===== config.mk =====
export PLATFORM = sky130hd
export DESIGN_NAME = serial_tx_scheduler_flat
export DESIGN_NICKNAME = d
export VERILOG_FILES = /design/src/rtl/serial_link_pkg.sv /design/src/rtl/serial_tx_scheduler_if.sv /design/src/rtl/rr_arbiter.sv /design/src/rtl/serial_tx_scheduler.sv /design/src/flat_wrapper.sv
export SDC_FILE = /design/constraint.sdc
export NUM_CORES = 1
export LEC_CHECK = 0
export CAP_MARGIN = 0
export CORE_AREA = 8 8 83 48
export DETAILED_ROUTE_END_ITERATION = 10
export DIE_AREA = 0 0 91 56
export DONT_BUFFER_PORTS = 1
export PLACE_DENSITY = 0.72
export SLEW_MARGIN = 5
export SYNTH_ARGS = -nofsm -noshare
export SYNTH_HDL_FRONTEND = slang
export SYNTH_HIERARCHICAL = 1
export SYNTH_SLANG_ARGS = --single-unit

===== constraint.sdc =====
create_clock -name clk_8f -period 1.9 [get_ports clk_8f]
set_clock_uncertainty 0.1 [all_clocks]
set_input_delay 0.38 -clock clk_8f [delete_from_list [all_inputs] [get_ports clk_8f]]
set_output_delay 0.38 -clock clk_8f [all_outputs]
set_load 0.005 [all_outputs]

===== src/rtl/serial_link_pkg.sv =====
// Shared constants and types for the byte scheduler feeding the serial link.
package serial_link_pkg;

  localparam int unsigned BITS_PER_BYTE = 8;
  localparam logic [7:0]  COMMA_BYTE    = 8'hBC;

  typedef enum logic {
    SYNC,
    RUN
  } link_state_t;

endpackage


===== src/rtl/serial_tx_scheduler_if.sv =====
// Requester handshake and serializer-facing bus of the serial TX scheduler.
interface serial_tx_scheduler_if #(
  parameter int unsigned NUM_REQ = 4
);

  logic [NUM_REQ-1:0]   req_valid;
  logic [8*NUM_REQ-1:0] req_data;
  logic [NUM_REQ-1:0]   req_ack;
  logic [7:0]           tx_byte;
  logic                 tx_load;
  logic                 tx_is_comma;
  logic                 link_active;

  modport master (
    output req_valid, req_data,
    input  req_ack, tx_byte, tx_load, tx_is_comma, link_active
  );

  modport slave (
    input  req_valid, req_data,
    output req_ack, tx_byte, tx_load, tx_is_comma, link_active
  );

endinterface


===== src/rtl/rr_arbiter.sv =====
// Round-robin arbiter: combinational grant searching from rr_ptr upward,
// pointer advances past the winner whenever the grant is taken.
module rr_arbiter #(
  parameter  int unsigned NUM_REQ = 4,
  localparam int unsigned IDX_W   = $clog2(NUM_REQ)
) (
  input  logic               clk_8f,
  input  logic               reset,
  input  logic [NUM_REQ-1:0] req,
  input  logic               advance,
  output logic [NUM_REQ-1:0] grant_c,
  output logic [IDX_W-1:0]   grant_idx_c,
  output logic               any_c
);

  logic [IDX_W-1:0] rr_ptr;

  // First requester at or after rr_ptr, wrapping modulo NUM_REQ.
  always_comb begin
    any_c       = 1'b0;
    grant_idx_c = '0;
    for (int unsigned k = 0; k < NUM_REQ; k++) begin
      if (!any_c && req[IDX_W'((32'(rr_ptr) + k) % NUM_REQ)]) begin
        any_c       = 1'b1;
        grant_idx_c = IDX_W'((32'(rr_ptr) + k) % NUM_REQ);
      end
    end
    grant_c = any_c ? (NUM_REQ'(1) << grant_idx_c) : '0;
  end

  always_ff @(posedge clk_8f) begin
    if (reset) begin
      rr_ptr <= '0;
    end else if (advance && any_c) begin
      rr_ptr <= (grant_idx_c == IDX_W'(NUM_REQ - 1)) ? '0 : grant_idx_c + IDX_W'(1);
    end
  end

endmodule


===== src/rtl/serial_tx_scheduler.sv =====
// Byte scheduler for the serial lane: training commas after reset, then round-robin
// requester bytes one per 8 bit clocks, with idle and periodic forced commas.
module serial_tx_scheduler
  import serial_link_pkg::*;
#(
  parameter int unsigned NUM_REQ     = 4,
  parameter int unsigned SYNC_COMMAS = 4,
  parameter int unsigned MAX_RUN     = 16
) (
  input  logic                  clk_8f,
  input  logic                  reset,
  serial_tx_scheduler_if.slave  bus
);

  localparam int unsigned IDX_W  = $clog2(NUM_REQ);
  localparam int unsigned BIT_W  = $clog2(BITS_PER_BYTE);
  localparam int unsigned SYNC_W = $clog2(SYNC_COMMAS + 1);
  localparam int unsigned RUN_W  = $clog2(MAX_RUN + 1);

  link_state_t        state, state_d;
  logic [BIT_W-1:0]   bit_cnt;
  logic [SYNC_W-1:0]  sync_cnt, sync_cnt_d;
  logic [RUN_W-1:0]   run_cnt, run_cnt_d;
  logic [7:0]         tx_byte_d;
  logic               tx_is_comma_d;
  logic               tx_load_d;
  logic [NUM_REQ-1:0] req_ack_d;
  logic               link_active_d;
  logic               slot_c;
  logic               grant_take_c;

  logic [NUM_REQ-1:0] grant_c;
  logic [IDX_W-1:0]   grant_idx_c;
  logic               any_c;
  logic [7:0]         req_bytes [NUM_REQ];

  rr_arbiter #(.NUM_REQ(NUM_REQ)) u_arb (
    .clk_8f      (clk_8f),
    .reset       (reset),
    .req         (bus.req_valid),
    .advance     (grant_take_c),
    .grant_c     (grant_c),
    .grant_idx_c (grant_idx_c),
    .any_c       (any_c)
  );

  always_comb begin
    for (int unsigned i = 0; i < NUM_REQ; i++) begin
      req_bytes[i] = bus.req_data[8*i +: 8];
    end
  end

  assign slot_c = (bit_cnt == BIT_W'(BITS_PER_BYTE - 1));

  // Next state and next outputs; everything only moves on a slot edge.
  always_comb begin
    state_d       = state;
    sync_cnt_d    = sync_cnt;
    run_cnt_d     = run_cnt;
    tx_byte_d     = bus.tx_byte;
    tx_is_comma_d = bus.tx_is_comma;
    tx_load_d     = 1'b0;
    req_ack_d     = '0;
    grant_take_c  = 1'b0;
    if (slot_c) begin
      tx_load_d     = 1'b1;
      tx_byte_d     = COMMA_BYTE;
      tx_is_comma_d = 1'b1;
      case (state)
        SYNC: begin
          sync_cnt_d = sync_cnt + SYNC_W'(1);
          if (sync_cnt_d == SYNC_W'(SYNC_COMMAS)) begin
            state_d = RUN;
          end
        end
        RUN: begin
          // Forced comma takes priority so the receiver never loses alignment.
          if (run_cnt == RUN_W'(MAX_RUN)) begin
            run_cnt_d = '0;
          end else if (any_c) begin
            grant_take_c  = 1'b1;
            tx_byte_d     = req_bytes[grant_idx_c];
            tx_is_comma_d = 1'b0;
            req_ack_d     = grant_c;
            run_cnt_d     = run_cnt + RUN_W'(1);
          end else begin
            run_cnt_d = '0;
          end
        end
        default: state_d = SYNC;
      endcase
    end
    link_active_d = (state_d == RUN);
  end

  always_ff @(posedge clk_8f) begin
    if (reset) begin
      bit_cnt         <= BIT_W'(BITS_PER_BYTE - 1);
      state           <= SYNC;
      sync_cnt        <= '0;
      run_cnt         <= '0;
      bus.tx_byte     <= COMMA_BYTE;
      bus.tx_is_comma <= 1'b1;
      bus.tx_load     <= 1'b0;
      bus.req_ack     <= '0;
      bus.link_active <= 1'b0;
    end else begin
      bit_cnt         <= bit_cnt + BIT_W'(1);
      state           <= state_d;
      sync_cnt        <= sync_cnt_d;
      run_cnt         <= run_cnt_d;
      bus.tx_byte     <= tx_byte_d;
      bus.tx_is_comma <= tx_is_comma_d;
      bus.tx_load     <= tx_load_d;
      bus.req_ack     <= req_ack_d;
      bus.link_active <= link_active_d;
    end
  end

endmodule


===== src/flat_wrapper.sv =====
// flat-port wrapper written by rule: the top's interface ports become plain ports
module serial_tx_scheduler_flat import serial_link_pkg::*;
#(
  parameter int unsigned NUM_REQ     = 4,
  parameter int unsigned SYNC_COMMAS = 4,
  parameter int unsigned MAX_RUN     = 16
)
  (clk_8f, reset, bus_req_valid, bus_req_data, bus_req_ack, bus_tx_byte, bus_tx_load, bus_tx_is_comma, bus_link_active);
  serial_tx_scheduler_if #(.NUM_REQ(NUM_REQ)) bus_i ();
  input  logic clk_8f;
  input  logic reset;
  input wire logic [$bits(bus_i.req_valid)-1:0] bus_req_valid;
  input wire logic [$bits(bus_i.req_data)-1:0] bus_req_data;
  output wire logic [$bits(bus_i.req_ack)-1:0] bus_req_ack;
  output wire logic [$bits(bus_i.tx_byte)-1:0] bus_tx_byte;
  output wire logic [$bits(bus_i.tx_load)-1:0] bus_tx_load;
  output wire logic [$bits(bus_i.tx_is_comma)-1:0] bus_tx_is_comma;
  output wire logic [$bits(bus_i.link_active)-1:0] bus_link_active;
  assign bus_i.req_valid = bus_req_valid;
  assign bus_i.req_data = bus_req_data;
  assign bus_req_ack = bus_i.req_ack;
  assign bus_tx_byte = bus_i.tx_byte;
  assign bus_tx_load = bus_i.tx_load;
  assign bus_tx_is_comma = bus_i.tx_is_comma;
  assign bus_link_active = bus_i.link_active;
  serial_tx_scheduler #(.NUM_REQ(NUM_REQ), .SYNC_COMMAS(SYNC_COMMAS), .MAX_RUN(MAX_RUN)) u_core (.clk_8f(clk_8f), .reset(reset), .bus(bus_i));
endmodule

After elaboration in Yosys (flattened, before gate mapping)
Cells that the tools add are included.
W data, S select, Z words.
- equality and inequality tests: 4
- add/sub/neg operators: 7
- magnitude comparators: 5
- reduce and logical (&&, ||, !) cells: 10
- mux-type cells: 35
- bitwise logic cells: 4
- shift-type cells: 1
- operators by type and width (cell ; number):
    $mux W8 ; 5
    $mux W1 ; 18
    $bmux W8 S2 ; 1
    $lt A2 B3 Y1 const B ; 4
    $mux W2 ; 5
    $mux W5 ; 2
    $bmux W1 S2 ; 4
    $add A3 B1 Y3 const B ; 2
    $eq A3 B3 Y1 const B ; 2
    $add A5 B1 Y5 const B ; 1
    $eq A5 B5 Y1 const B ; 1
    $reduce_or A5 Y1 ; 1
    $add A2 B1 Y2 const B ; 2
    $add A2 B2 Y2 const B ; 2
    $logic_and A1 B1 Y1 ; 4
    $reduce_and A2 Y1 ; 2
    $shl A1 B2 Y4 const A ; 1
    $ge A3 B3 Y1 const B ; 1
    $logic_not A1 Y1 ; 3
    $not A1 Y1 ; 3
    $not A2 Y3 ; 1
    $eq A2 B2 Y1 const B ; 1
- output and inout bits: 15
- input bits: 38
- register bits after elaboration: 28
- logic and storage cells: 75

Logic depth before layout (Yosys ltp)
- word-level depth: 19
- gate-level depth with buffers: 9
- mapped depth without buffers: 7

Cells and area by module
The synthesis kept the hierarchy.
- by module, submodules not included (module ; area each (um^2) ; cells each ; seq. area each (um^2) ; instances):
    serial_tx_scheduler ; 1231.2 ; 115 ; 520.5 ; 1
    rr_arbiter ; 272.8 ; 32 ; 40.0 ; 1

Worst setup path before layout
No wires, ideal clock.
- path kind: input to register
- from: input bus_req_valid[1]
- to: register u_core.u_arb.rr_ptr[1]
- arrival: 1857 ps
- setup slack: -172 ps
- buffers on the path: 2
- setup time: 114 ps
- data required time: 1686 ps
- stages: 9
- path through: buf_2 -> nor4_2 -> inv_1 -> and3_1 -> buf_2 -> and2_1 -> o41a_1 -> mux2i_1 -> nor2_1
- longest elaborated chain between the ends: 17
- elaborated cells on any way between the ends: 30
- those cells by class: add/sub (1); eq/ne (1); mux (21); reduce/logical (7)
- ends and longest elaborated chain (element ; line ; text):
    from (decl) ; flat_wrapper.sv:12 ; input wire logic [$bits(bus_i.req_valid)-1:0] bus_req_valid;
    $bmux W1 S2 ; rr_arbiter.sv:23 ; if (!any_c && req[IDX_W'((32'(rr_ptr) + k) % NUM_REQ)]) begin
    $mux W1 (not written as such) ; rr_arbiter.sv:23 ;
    $mux W1 ; rr_arbiter.sv:23 ;
    $logic_not A1 Y1 ; rr_arbiter.sv:23 ;
    $logic_and A1 B1 Y1 ; rr_arbiter.sv:23 ;
    $mux W1 ; rr_arbiter.sv:23 ;
    $logic_not A1 Y1 ; rr_arbiter.sv:23 ;
    $logic_and A1 B1 Y1 ; rr_arbiter.sv:23 ;
    [... 3 more ...] ; -- ;
    $mux W1 (*) ; rr_arbiter.sv:23 ;
    via u_core.any_c ; serial_tx_scheduler.sv:34 ; logic any_c;
    $mux W1 (*) ; serial_tx_scheduler.sv:80 ; end else if (any_c) begin
    $mux W1 (*) ; serial_tx_scheduler.sv:78 ; if (run_cnt == RUN_W'(MAX_RUN)) begin
    $mux W1 (*) ; serial_tx_scheduler.sv:69 ; case (state)
    $mux W1 (*) ; serial_tx_scheduler.sv:65 ; if (slot_c) begin
    via u_core.grant_take_c ; serial_tx_scheduler.sv:30 ; logic grant_take_c;
    $logic_and A1 B1 Y1 (*) ; rr_arbiter.sv:34 ; end else if (advance && any_c) begin
    to (signal assigned) ; rr_arbiter.sv:35 ; rr_ptr <= (grant_idx_c == IDX_W'(NUM_REQ - 1)) ? '0 : grant_idx_c + IDX_W'(1);
    to (decl) ; rr_arbiter.sv:16 ; logic [IDX_W-1:0] rr_ptr;
The timed path passes the listed nets; every way through them passes the cells marked *. The select of a mux whose other input is x is not followed.
A chain may end at the register's enable or synchronous reset.

Worst setup path in the final report
- from: register u_core.u_arb.rr_ptr[0]
- to: register u_core.bus.tx_byte[3]
- longest elaborated chain between the ends: 19
- elaborated cells on any way between the ends: 32
- those cells by class: add/sub (3); mux (22); bitwise (1); reduce/logical (6)
- ends and longest elaborated chain (element ; line ; text):
    branches (longest 11 deep; another with $add A2 B1 Y2) ; -- ;
    $mux W2 (*) ; rr_arbiter.sv:23 ;
    via u_core.grant_idx_c[0] ; serial_tx_scheduler.sv:33 ; logic [IDX_W-1:0] grant_idx_c;
    $not A2 Y3 (not written as such) (*) ; serial_tx_scheduler.sv:82 ; tx_byte_d = req_bytes[grant_idx_c];
    $bmux W8 S2 (*) ; serial_tx_scheduler.sv:82 ;
    $mux W8 (not written as such) (*) (2 in a row) ; serial_tx_scheduler.sv:82 ;
    $mux W8 (*) ; serial_tx_scheduler.sv:80 ;
    $mux W8 (*) ; serial_tx_scheduler.sv:78 ;
    $mux W8 (*) ; serial_tx_scheduler.sv:69 ;
    to (signal assigned) ; serial_tx_scheduler.sv:112 ; bus.tx_byte <= tx_byte_d;
    to (decl) ; serial_tx_scheduler_if.sv:21 ; output req_ack, tx_byte, tx_load, tx_is_comma, link_active
Mark *: on every way through the listed nets, which the timed path passes. The select of a mux whose other input is x is not followed.

==> out/results.tsv <==
metric	value	unit
dieHeight	56	um
rsz0062_at_grt	true	
cp_max_fo	8	
hold_violations	0	
path_class	reg -> reg	
p_leak	0.653	nW
pwr-share-comb	0.140	
rr_worst_depth	6	
synth_most_common_cell	dfxtp_1	
ys_top_cells_by_area	dfxtp_1, mux4_2, ha_1	
syn-cell-area	0.00150	mm^2
final_area	0.00172	mm^2
avgSynthCellArea	10.2	um^2
ant_nets	0	
grt_pass1_wl	6220	um
start_util	0.530	
synth-seq-cells	28	
row_count	14	
syn_nets	195	
dr.first_iter.drc_count	95	
dr.pass1.iters	4	
die_area	0.00510	mm^2
cp.arrival	1.95	ns
maxSlewHeadroom	0.799	
setup_viol	0	
synth_edf_count	0	
drive_gt1_frac	0.232	
die_w	91	um
hpwl	3060	um
start_kind	flip-flop	
fin_crit	1.88	ns
track_usage	0.151	
status	finished clean	
top_layer_used	met4	
fin_crit_sh	0.990	
gp_congestion	0.831	
async_flop_share	0	
core	0.00284	mm^2
max_freq	0.532	GHz
wl_met1	1440	um
cap_violations	0	
ys_types	41	
swShare	0.217	
grt_overflow_total	0	
fin_ws	0.0187	ns
hold_depth	1	
fillCellCount	237	
ys.flop_type	dfxtp_1	
dr_total_vias	1197	
dp_cells	188	
grt_antenna_before_repair	0	
n_antenna_cell	0	
yosysTopAreaCell	dfxtp_1	
finish.net_count	204	
seqPwrFrac	0.490	
fin_cells	195	
wl_met2	1890	um
grt_max_degree	26	
max-clock-path-buffers	2	
synth_top_area_frac	0.373	
clock_latency	0.28	ns
cts_buffers	3	
path_clk_slew	0.09	ns
hold_ws	0.0610	ns
drc	0	
p_per_area	736	mW/mm^2
power_switching	0.276	mW
required	1.97	ns
power.clock.fraction	0.370	
port-buffer-count	0	
setup.worst_path.end_class	flip-flop	
ys_seq_area_frac	0.373	
wire_per_inst	19.9	um
routed_wl	3880	um
yosysWarningCount	6	
synthTopCellsByCount	dfxtp_1, nor2_1, nor2b_1	
slew_violations	0	
worst_pin_slew	0.298	ns
area_growth	14.5	%
clk_root_buffer_cell	clkbuf_8	
detailedPlace.worstSlack	-0.118	ns
cts_tree	yes	
wl_met3	511	um
cts_sinks	28	
internal_power	0.992	mW
grt_pass1_vias	1210	
netlist_instances	147	
htreeDepth	1	
min_path_type	in -> reg	
power	1.27	mW
irDropWorstVdd	0.000453	V
place_area	0.00161	mm^2
ios	53	
routed_via_density	6.14	
[critical path: stages (launching register included)]
cell     delay (ns)
dfxtp_4        0.38
nor2b_2        0.04
o21ai_2        0.18
o211a_1        0.25
buf_12         0.15
mux4_2         0.50
o32a_1         0.17
[area by class of cell]
cell class	instances	area, um^2	area share
clock inverter	1	30.0	0.0174
multi-input combinational	104	893	0.519
sequential	28	566	0.328
clock buffer	3	41.3	0.0240
tap	40	50.0	0.0291
inverter	7	26.3	0.0153
timing repair buffer	12	115	0.0669
[sequential cells by signal, indices dropped and copies added (netlist names)]
name / count
u_core/bus.tx_is_comma: 1
u_core/u_arb/rr_ptr: 2
u_core/bus.tx_load: 1
u_core/state: 1
u_core/bus.req_ack: 4
u_core/bit_cnt: 3
u_core/bus.tx_byte: 8
u_core/sync_cnt: 3
u_core/run_cnt: 5
[layout by cell type, fill, tap and decap left out, drive strengths merged, types with 2 or more instances in the layout]
master,count
a21oi,5
a31oi,4
buf,12
clkbuf,3
dfxtp,28
ha,10
inv,7
mux2i,2
mux4,8
nand2,4
nand2b,4
nand3,8
nand3b,2
nor2,11
nor2b,11
o21a,2
o21ai,3
o21bai,4
o32a,5
or2,2
or3,2
xor2,2
[power by group through the flow]
stage | Sequential, mW | Combinational, mW | Clock [mW]
2_1_floorplan | 0.633 | 0.139 | 0
4_1_cts | 0.622 | 0.175 | 0.480
3_5_place_dp | 0.636 | 0.169 | 0
6_report | 0.621 | 0.178 | 0.468
3_3_place_gp | 0.634 | 0.161 | 0
5_1_grt | 0.624 | 0.195 | 0.500
[logic make-up after synthesis]
group,share of synthesized area
AND/OR/NAND/NOR,0.207
AO/OA/AOI/OAI,0.141
flip-flops,0.373
buffers and inverters,0.0458
multiplexers,0.133
adder cells (fa/ha/maj),0.0832
XOR/XNOR,0.0175
[layer usage]
metal	global-route usage	up-vias
met5	0	-
met4	0.0277	0
met3	0.0808	4
met2	0.254	72
met1	0.166	571
li1	-	550
[metrics by stage]
step / setup TNS (ns) / utilization
finish: 0 / 0.607
global route: -0.0700 / 0.607
CTS: 0 / 0.601
detailed placement: -0.722 / 0.568
global placement: -0.331 / 0.568
floorplan: -0.369 / -
[worst paths after layout]
path,slack [ns],startpoint,end
hold / removal,0.06,reset,u_core/bus.tx_load
setup / recovery,0.02,u_core/u_arb/rr_ptr[0],u_core/bus.tx_byte[3]
setup reg to reg,0.02,u_core/u_arb/rr_ptr[0],u_core/bus.tx_byte[3]
hold reg to reg,0.31,u_core/bit_cnt[0],u_core/bit_cnt[0]
[what timing repair did]
action,CTS,global route
pin swaps,2,2
setup endpoints to repair,8,8
resized for setup,2,5
hold buffers,0,0
setup buffers,2,1
No activity file was read; power rests on OpenSTA's default activity.
